--- src/rtl/calc_op_sequencer.sv ---
// Command front-end for the registered add/sub calculator core: one operation in flight,
// operands held steady to the core, result/status captured after the core latency.

package calculator_pkg;
   typedef enum logic {
      ADD = 1'b0,
      SUB = 1'b1
   } te_operation;

   typedef enum logic [1:0] {
      STANDBY  = 2'd0,
      VALID    = 2'd1,
      OVERFLOW = 2'd2,
      NEGATIVE = 2'd3
   } te_out_status;
endpackage

// Handshakes: a transfer happens on a rising clk edge where valid and ready are both 1;
// while valid=1 and ready=0 the producer keeps valid and its payload unchanged.
module calc_op_sequencer
   import calculator_pkg::*;
#(
   parameter int BIT_WIDTH = 8,
   parameter int LATENCY   = 1,
   parameter int ERR_W     = 16
) (
   input  logic                 clk,
   input  logic                 reset_n,
   input  logic                 cmd_valid,
   output logic                 cmd_ready,
   input  logic [BIT_WIDTH-1:0] cmd_a,
   input  logic [BIT_WIDTH-1:0] cmd_b,
   input  te_operation          cmd_op,
   output logic [BIT_WIDTH-1:0] core_a,
   output logic [BIT_WIDTH-1:0] core_b,
   output te_operation          core_op,
   input  logic [BIT_WIDTH-1:0] core_result,
   input  te_out_status         core_status,
   output logic                 rsp_valid,
   input  logic                 rsp_ready,
   output logic [BIT_WIDTH-1:0] rsp_result,
   output te_out_status         rsp_status,
   output logic [ERR_W-1:0]     err_count,
   output logic [1:0]           fsm_state
);

   localparam int CNT_W = $clog2(LATENCY + 2);

   localparam logic [1:0] S_IDLE = 2'd0;
   localparam logic [1:0] S_WAIT = 2'd1;
   localparam logic [1:0] S_RESP = 2'd2;

   logic [1:0]       state;
   logic [CNT_W-1:0] cnt;
   logic             accept;
   logic             retire;
   logic             capture;
   logic             err_hit;

   // A response retiring frees the slot in the same edge, so RESP can accept directly.
   assign cmd_ready = (state == S_IDLE) || ((state == S_RESP) && rsp_ready);
   assign accept    = cmd_valid && cmd_ready;
   assign retire    = (state == S_RESP) && rsp_ready;
   assign capture   = (state == S_WAIT) && (cnt == '0);
   assign err_hit   = capture && ((core_status == OVERFLOW) || (core_status == NEGATIVE));
   assign rsp_valid = (state == S_RESP);
   assign fsm_state = state;

   always_ff @(posedge clk or negedge reset_n) begin
      if (!reset_n) begin
         state <= S_IDLE;
         cnt   <= '0;
      end else begin
         case (state)
            S_IDLE: begin
               if (accept) begin
                  state <= S_WAIT;
                  cnt   <= CNT_W'(LATENCY);
               end
            end
            S_WAIT: begin
               if (cnt != '0) begin
                  cnt <= cnt - CNT_W'(1);
               end else begin
                  state <= S_RESP;
               end
            end
            S_RESP: begin
               if (retire) begin
                  if (cmd_valid) begin
                     state <= S_WAIT;
                     cnt   <= CNT_W'(LATENCY);
                  end else begin
                     state <= S_IDLE;
                  end
               end
            end
            default: begin
               state <= S_IDLE;
               cnt   <= '0;
            end
         endcase
      end
   end

   always_ff @(posedge clk or negedge reset_n) begin
      if (!reset_n) begin
         core_a  <= '0;
         core_b  <= '0;
         core_op <= ADD;
      end else if (accept) begin
         core_a  <= cmd_a;
         core_b  <= cmd_b;
         core_op <= cmd_op;
      end
   end

   always_ff @(posedge clk or negedge reset_n) begin
      if (!reset_n) begin
         rsp_result <= '0;
         rsp_status <= STANDBY;
      end else if (capture) begin
         rsp_result <= core_result;
         rsp_status <= core_status;
      end
   end

   // Saturating: once all-ones, further errors are absorbed.
   always_ff @(posedge clk or negedge reset_n) begin
      if (!reset_n) begin
         err_count <= '0;
      end else if (err_hit && (err_count != '1)) begin
         err_count <= err_count + ERR_W'(1);
      end
   end

endmodule

--- config.mk ---
export PLATFORM = sky130hd
export DESIGN_NAME = calc_op_sequencer
export DESIGN_NICKNAME = d
export VERILOG_FILES = /design/src/rtl/calc_op_sequencer.sv
export SDC_FILE = /design/constraint.sdc
export NUM_CORES = 1
export LEC_CHECK = 0
export ABC_AREA = 0
export CORE_ASPECT_RATIO = 1.25
export CORE_MARGIN = 2
export CORE_UTILIZATION = 47
export DETAILED_ROUTE_END_ITERATION = 12
export PLACE_DENSITY = 0.85
export SETUP_SLACK_MARGIN = 0.05
export SLEW_MARGIN = 20
export SYNTH_ARGS = -nofsm -noshare
export SYNTH_HDL_FRONTEND = slang
export SYNTH_SLANG_ARGS = --single-unit
export TNS_END_PERCENT = 20
--- constraint.sdc ---
create_clock -name clk -period 4.45 [get_ports clk]
set_clock_uncertainty 0.1 [all_clocks]
set_input_delay 0.445 -clock clk [delete_from_list [all_inputs] [get_ports clk]]
set_output_delay 0.445 -clock clk [all_outputs]
set_load 0.005 [all_outputs]
After elaboration in Yosys (flattened, before gate mapping)
Cells that the tools add are included.
{"block": "totals", "word_cells": 41, "out_inout_bits": 47, "register_bits": 47}
{"block": "op_classes", "reduce_logical": 12, "eq_ne": 10, "mux": 9, "add_sub_neg": 2}
{"operator": "16-bit by 1-bit adder with 16-bit output, second input constant", "n": 1}
{"operator": "16-bit inequality test, second input constant", "n": 1}
{"operator": "2-bit 2-to-1 mux", "n": 6}
{"operator": "2-bit case mux with 3 select lines", "n": 2}
{"operator": "2-bit equality test, second input constant", "n": 3}
{"operator": "2-bit inequality test, second input constant", "n": 3}
{"operator": "1-bit logical AND", "n": 5}
{"operator": "2-bit logical NOT", "n": 2}
{"operator": "2-bit by 1-bit inequality test with 1-bit output, second input constant", "n": 2}
{"operator": "4-bit AND reduction", "n": 1}
{"operator": "3-bit AND reduction", "n": 1}
{"operator": "2-bit by 1-bit equality test with 1-bit output, second input constant", "n": 1}
{"operator": "1-bit logical OR", "n": 2}
{"operator": "2-bit nonzero test", "n": 1}
{"operator": "2-bit by 1-bit subtractor with 2-bit output, second input constant", "n": 1}
{"operator": "1-bit 2-to-1 mux", "n": 1}

Depth between registers and ports, before layout
{"block": "logic_depth", "depth_word": 6, "mapped_depth": 7}

Least setup slack after synthesis
No wires, ideal clock.
{"block": "synth_path", "path_type": "register to register", "from": "register cnt[0]", "to": "register err_count[6]", "stages_incl_launch_ff": 8, "path_slack_ps": 2675, "t_required_ps": 4222, "period_less_slack_ps": 1775, "arrival_time_ps": 1547, "setup_ps": 128, "cell_sequence": "dfrtp_1 -> inv_1 -> ha_1 -> clkbuf_2 -> and4b_1 -> o41ai_4 -> or3_1 -> xnor2_1"}
{"block": "synth_via", "elab_chain_len": 4}
{"element": "start: declaration", "line_no": "54", "rtl": "logic [CNT_W-1:0] cnt;"}
{"element": "start signal: assignment", "line_no": "78", "rtl": "cnt <= CNT_W'(LATENCY);"}
{"element": "start signal: assignment", "line_no": "83", "rtl": "cnt <= cnt - CNT_W'(1);"}
{"element": "start signal: assignment", "line_no": "92", "rtl": "cnt <= CNT_W'(LATENCY);"}
{"element": "2-bit logical NOT", "line_no": "64", "rtl": "assign capture = (state == S_WAIT) && (cnt == '0);"}
{"element": "1-bit logical AND", "line_no": "64"}
{"element": "1-bit logical AND", "line_no": "65", "rtl": "assign err_hit = capture && ((core_status == OVERFLOW) || (core_status == NEGATIVE));"}
{"element": "1-bit logical AND", "line_no": "132", "rtl": "end else if (err_hit && (err_count != '1)) begin"}
{"element": "end signal: assignment", "line_no": "133", "rtl": "err_count <= err_count + ERR_W'(1);"}
{"element": "end: declaration", "line_no": "43", "rtl": "output logic [ERR_W-1:0] err_count,"}
No other way between the ends.
A chain may end at the register's enable or synchronous reset.

Final worst setup path
{"block": "layout_path", "from": "input rsp_ready", "to": "output cmd_ready"}
{"block": "layout_via", "elab_chain_len": 2}
{"element": "start: declaration", "line_no": "40", "rtl": "input logic rsp_ready,"}
{"element": "1-bit logical AND", "line_no": "61", "rtl": "assign cmd_ready = (state == S_IDLE) || ((state == S_RESP) && rsp_ready);"}
{"element": "1-bit logical OR", "line_no": "61"}
{"element": "end: declaration", "line_no": "30", "rtl": "output logic cmd_ready,"}
No other way between the ends.

==> run metrics <==
Max Clk Rate 453 MHz; clock slew seen by the registers of the worst setup and hold paths ~0.080 ns; top post-synthesis cells by area dfrtp_1 (58%), mux2_2 (15%), xnor2_1 (4.8%); setup bufs post-CTS 0; grt ovf 0; DR iter-0 viols 150; CP Cell Sequence clkdlybuf4s50_1 > inv_1 > a21oi_1 > clkdlybuf4s50_1; post-synth top area share 0.583; Leak 1.21 nW; Mapped Nets around 190; global-route wire length before repair 7560 µm; yosys warns 0; relative slew slack 0.438; setup_tns 0 ns; CP Capture Type output pin; I/O pin count 78; routed length per instance around 15 µm; post-synthesis sequential area ratio 0.583; element type at the critical path start input pin; Max Cap Viol 0; final slew viol count 0; Diodes inserted 0; CTS sink count between 40 and 50; Die Span Y 77.2 µm; Post-Synthesis Cells 154; H-tree depth 2; Final Hold Viols 0; Starting Density 0.492; die width 62.6 µm; DRT Pass-1 Iters 4; Total Power between 1.5 and 2 mW; CTS max path bufs 2; nets about 270; CP max stage cell clkdlybuf4s50_1; DRT Wirelength about 4400 µm; sw power around 460 µW; placed cell count 283; Worst-Margin Slew 0.842 ns; syn avg cell area 13.1 µm²; final core utilization 0.716; Peak supply drop 0.000339 V; filler cell count 303; synthesized area a little over 0.002 mm²; number of global-route vias before repair ~1600; Final ANT Viol Nets 0; Post-Place Cell Area between 0.002 and 0.003 mm²; Synth Register Bits 47; RSZ-0062 raised after global routing no; internal power 1.17 mW; Data arrival, critical path 1.66 ns; hpwl dp between 3000 and 4000 µm; CTS tree done; Finished Cell Area just under 0.003 mm²; All-Layer GR Usage 0.195; largest stage delay on the critical path between 0.5 and 0.6 ns; critical path type input pin to output pin; switching share of power 0.281; cell row count 26; fraction of power consumed by combinational cells 0.406; total CTS buffers 5; CP Max Fanout 3; vias between 1500 and 2000; status complete, no violations; Vias per Instance 5.16; library cells used by synthesis 34; Clock Latency Late Sink between 0.2 and 0.3 ns; Synth area leader dfrtp_1; antenna violations before repair 0; P&R area growth vs syn 45.5%; fin crit share 0.496; fraction of layout cells with a size suffix above 1 0.174; hold-fix buffer count after cts 0; Die ar. between 0.004 and 0.005 mm²; sequential fraction of design power 0.426; register-to-register setup slack ~2.3 ns; largest net degree at the start of global routing 48; required time worst endpoint a little under 4 ns; Tmin final ~2.2 ns; Hold Path Class input pin to asynchronous set/reset pin; clock group share of total power 0.168; Finished Layout Cells 291; most used cell, CP clkdlybuf4s50_1; number of I/O port buffers between 70 and 80; Power per Cell Area between 500 and 600 mW/mm²; DRC 0; core area between 0.004 and 0.005 mm²; post-cts gate resize count 0; Clock Tree Root clkbuf_8; number of setup violations in the final report 0; GPL Wtd Cong roughly 0.84
-- metrics by stage --
stage | setup slack [ns] | hold WS, ns
5_1_grt | 2.17 | 0.0910
6_report | 2.24 | 0.0556
2_1_floorplan | 2.68 | 0.0494
3_5_place_dp | 1.96 | 0.393
4_1_cts | 2.23 | 0.266
3_3_place_gp | 2.04 | 0.377
-- worst paths after layout --
check                                     startpoint                        end  cells after the start
hold / removal                               reset_n   err_count[2]$_DFFE_PN0P_                      1
setup reg to reg            fsm_state[1]$_DFFE_PN0P_      core_a[2]$_DFFE_PN0P_                      4
max in group asynchronous                    reset_n  rsp_result[5]$_DFFE_PN0P_                      1
setup / recovery                           rsp_ready                  cmd_ready                      4
min in group clk           err_count[15]$_DFFE_PN0P_  err_count[15]$_DFFE_PN0P_                      1
hold reg to reg            err_count[15]$_DFFE_PN0P_  err_count[15]$_DFFE_PN0P_                      1
-- layout by cell type (no fill, tap or decap), drive strengths merged, types with 4 or more instances in the layout --
| cell | instances |
|---|---|
| nor3 | 4 |
| mux2 | 26 |
| inv | 6 |
| nand2 | 11 |
| xnor2 | 11 |
| clkdlybuf4s50 | 76 |
| xor2 | 4 |
| dfrtp | 47 |
| nand3 | 6 |
| clkbuf | 8 |
| nor2 | 6 |
| nand4 | 8 |
-- power groups by stage --
stage | logic (mW) | registers [mW] | clock network [mW]
4_1_cts | 0.673 | 0.694 | 0.280
5_1_grt | 0.714 | 0.720 | 0.304
2_1_floorplan | 0.276 | 0.688 | 0
3_5_place_dp | 0.671 | 0.700 | 0
6_report | 0.661 | 0.694 | 0.273
3_3_place_gp | 0.648 | 0.693 | 0
-- Yosys cell counts --
| library cell | n |
|---|---|
| o22ai_1 | 1 |
| nand3b_1 | 1 |
| o21ai_0 | 3 |
| or3_1 | 1 |
| dfrtp_1 | 47 |
| nand2_1 | 11 |
| nand3_4 | 1 |
| a211o_1 | 1 |
| clkbuf_2 | 1 |
| clkbuf_1 | 1 |
| nand4b_1 | 1 |
| nor3_1 | 2 |
| nand2b_1 | 1 |
| nor2_2 | 1 |
| xnor2_1 | 11 |
| nand3_1 | 5 |
| nand4_1 | 8 |
| and4_1 | 1 |
| or4_4 | 1 |
| buf_4 | 1 |
| buf_2 | 1 |
| inv_1 | 6 |
| and4b_1 | 1 |
| and3_1 | 1 |
| mux2_2 | 26 |
| o31ai_1 | 1 |
| nor3_2 | 2 |
| ha_1 | 2 |
| nor2_1 | 5 |
| o41ai_4 | 1 |
| o41a_1 | 1 |
| and3_2 | 1 |
| xor2_1 | 4 |
| a21oi_1 | 2 |
-- cells by family (layout without fill, tap and decap cells) --
| group | Yosys count | count (layout) | share of synthesized area |
|---|---|---|---|
| fa+ha+maj | 2 | 2 | 0.0124 |
| flops | 47 | 47 | 0.583 |
| compound gates | 10 | 10 | 0.0428 |
| simple gates | 44 | 44 | 0.130 |
| buf+inv | 10 | 91 | 0.0217 |
| xor+xnor | 15 | 15 | 0.0651 |
| mux | 26 | 26 | 0.145 |
-- final cells by class --
class,count,area [µm²],share of cell area
clock buffers,8,100,0.0341
inverters,6,22.5,0.00768
multi-input cells,97,797,0.272
flip-flops and latches,47,1180,0.401
well taps,56,70.1,0.0239
repair buffers,77,768,0.262
-- registers in the layout, indices dropped and copies added, names as in the netlist --
register and flops:
core_a 8, core_op 1, err_count 16, rsp_status 2
fsm_state 2, core_b 8, rsp_result 8, cnt 2
-- per-layer routing --
layer	GRT usage	wire length, µm
met4	0.0556	57
met1	0.241	1770
met5	0	0
met3	0.0425	261
met2	0.342	2320
-- critical path, delay by kind of cell --
kind                   cells  cell delay, ns
AO/OA/AOI/OAI              1            0.13
buffers and inverters      3            1.09
Note: power is estimated with default switching activity, not from simulation.
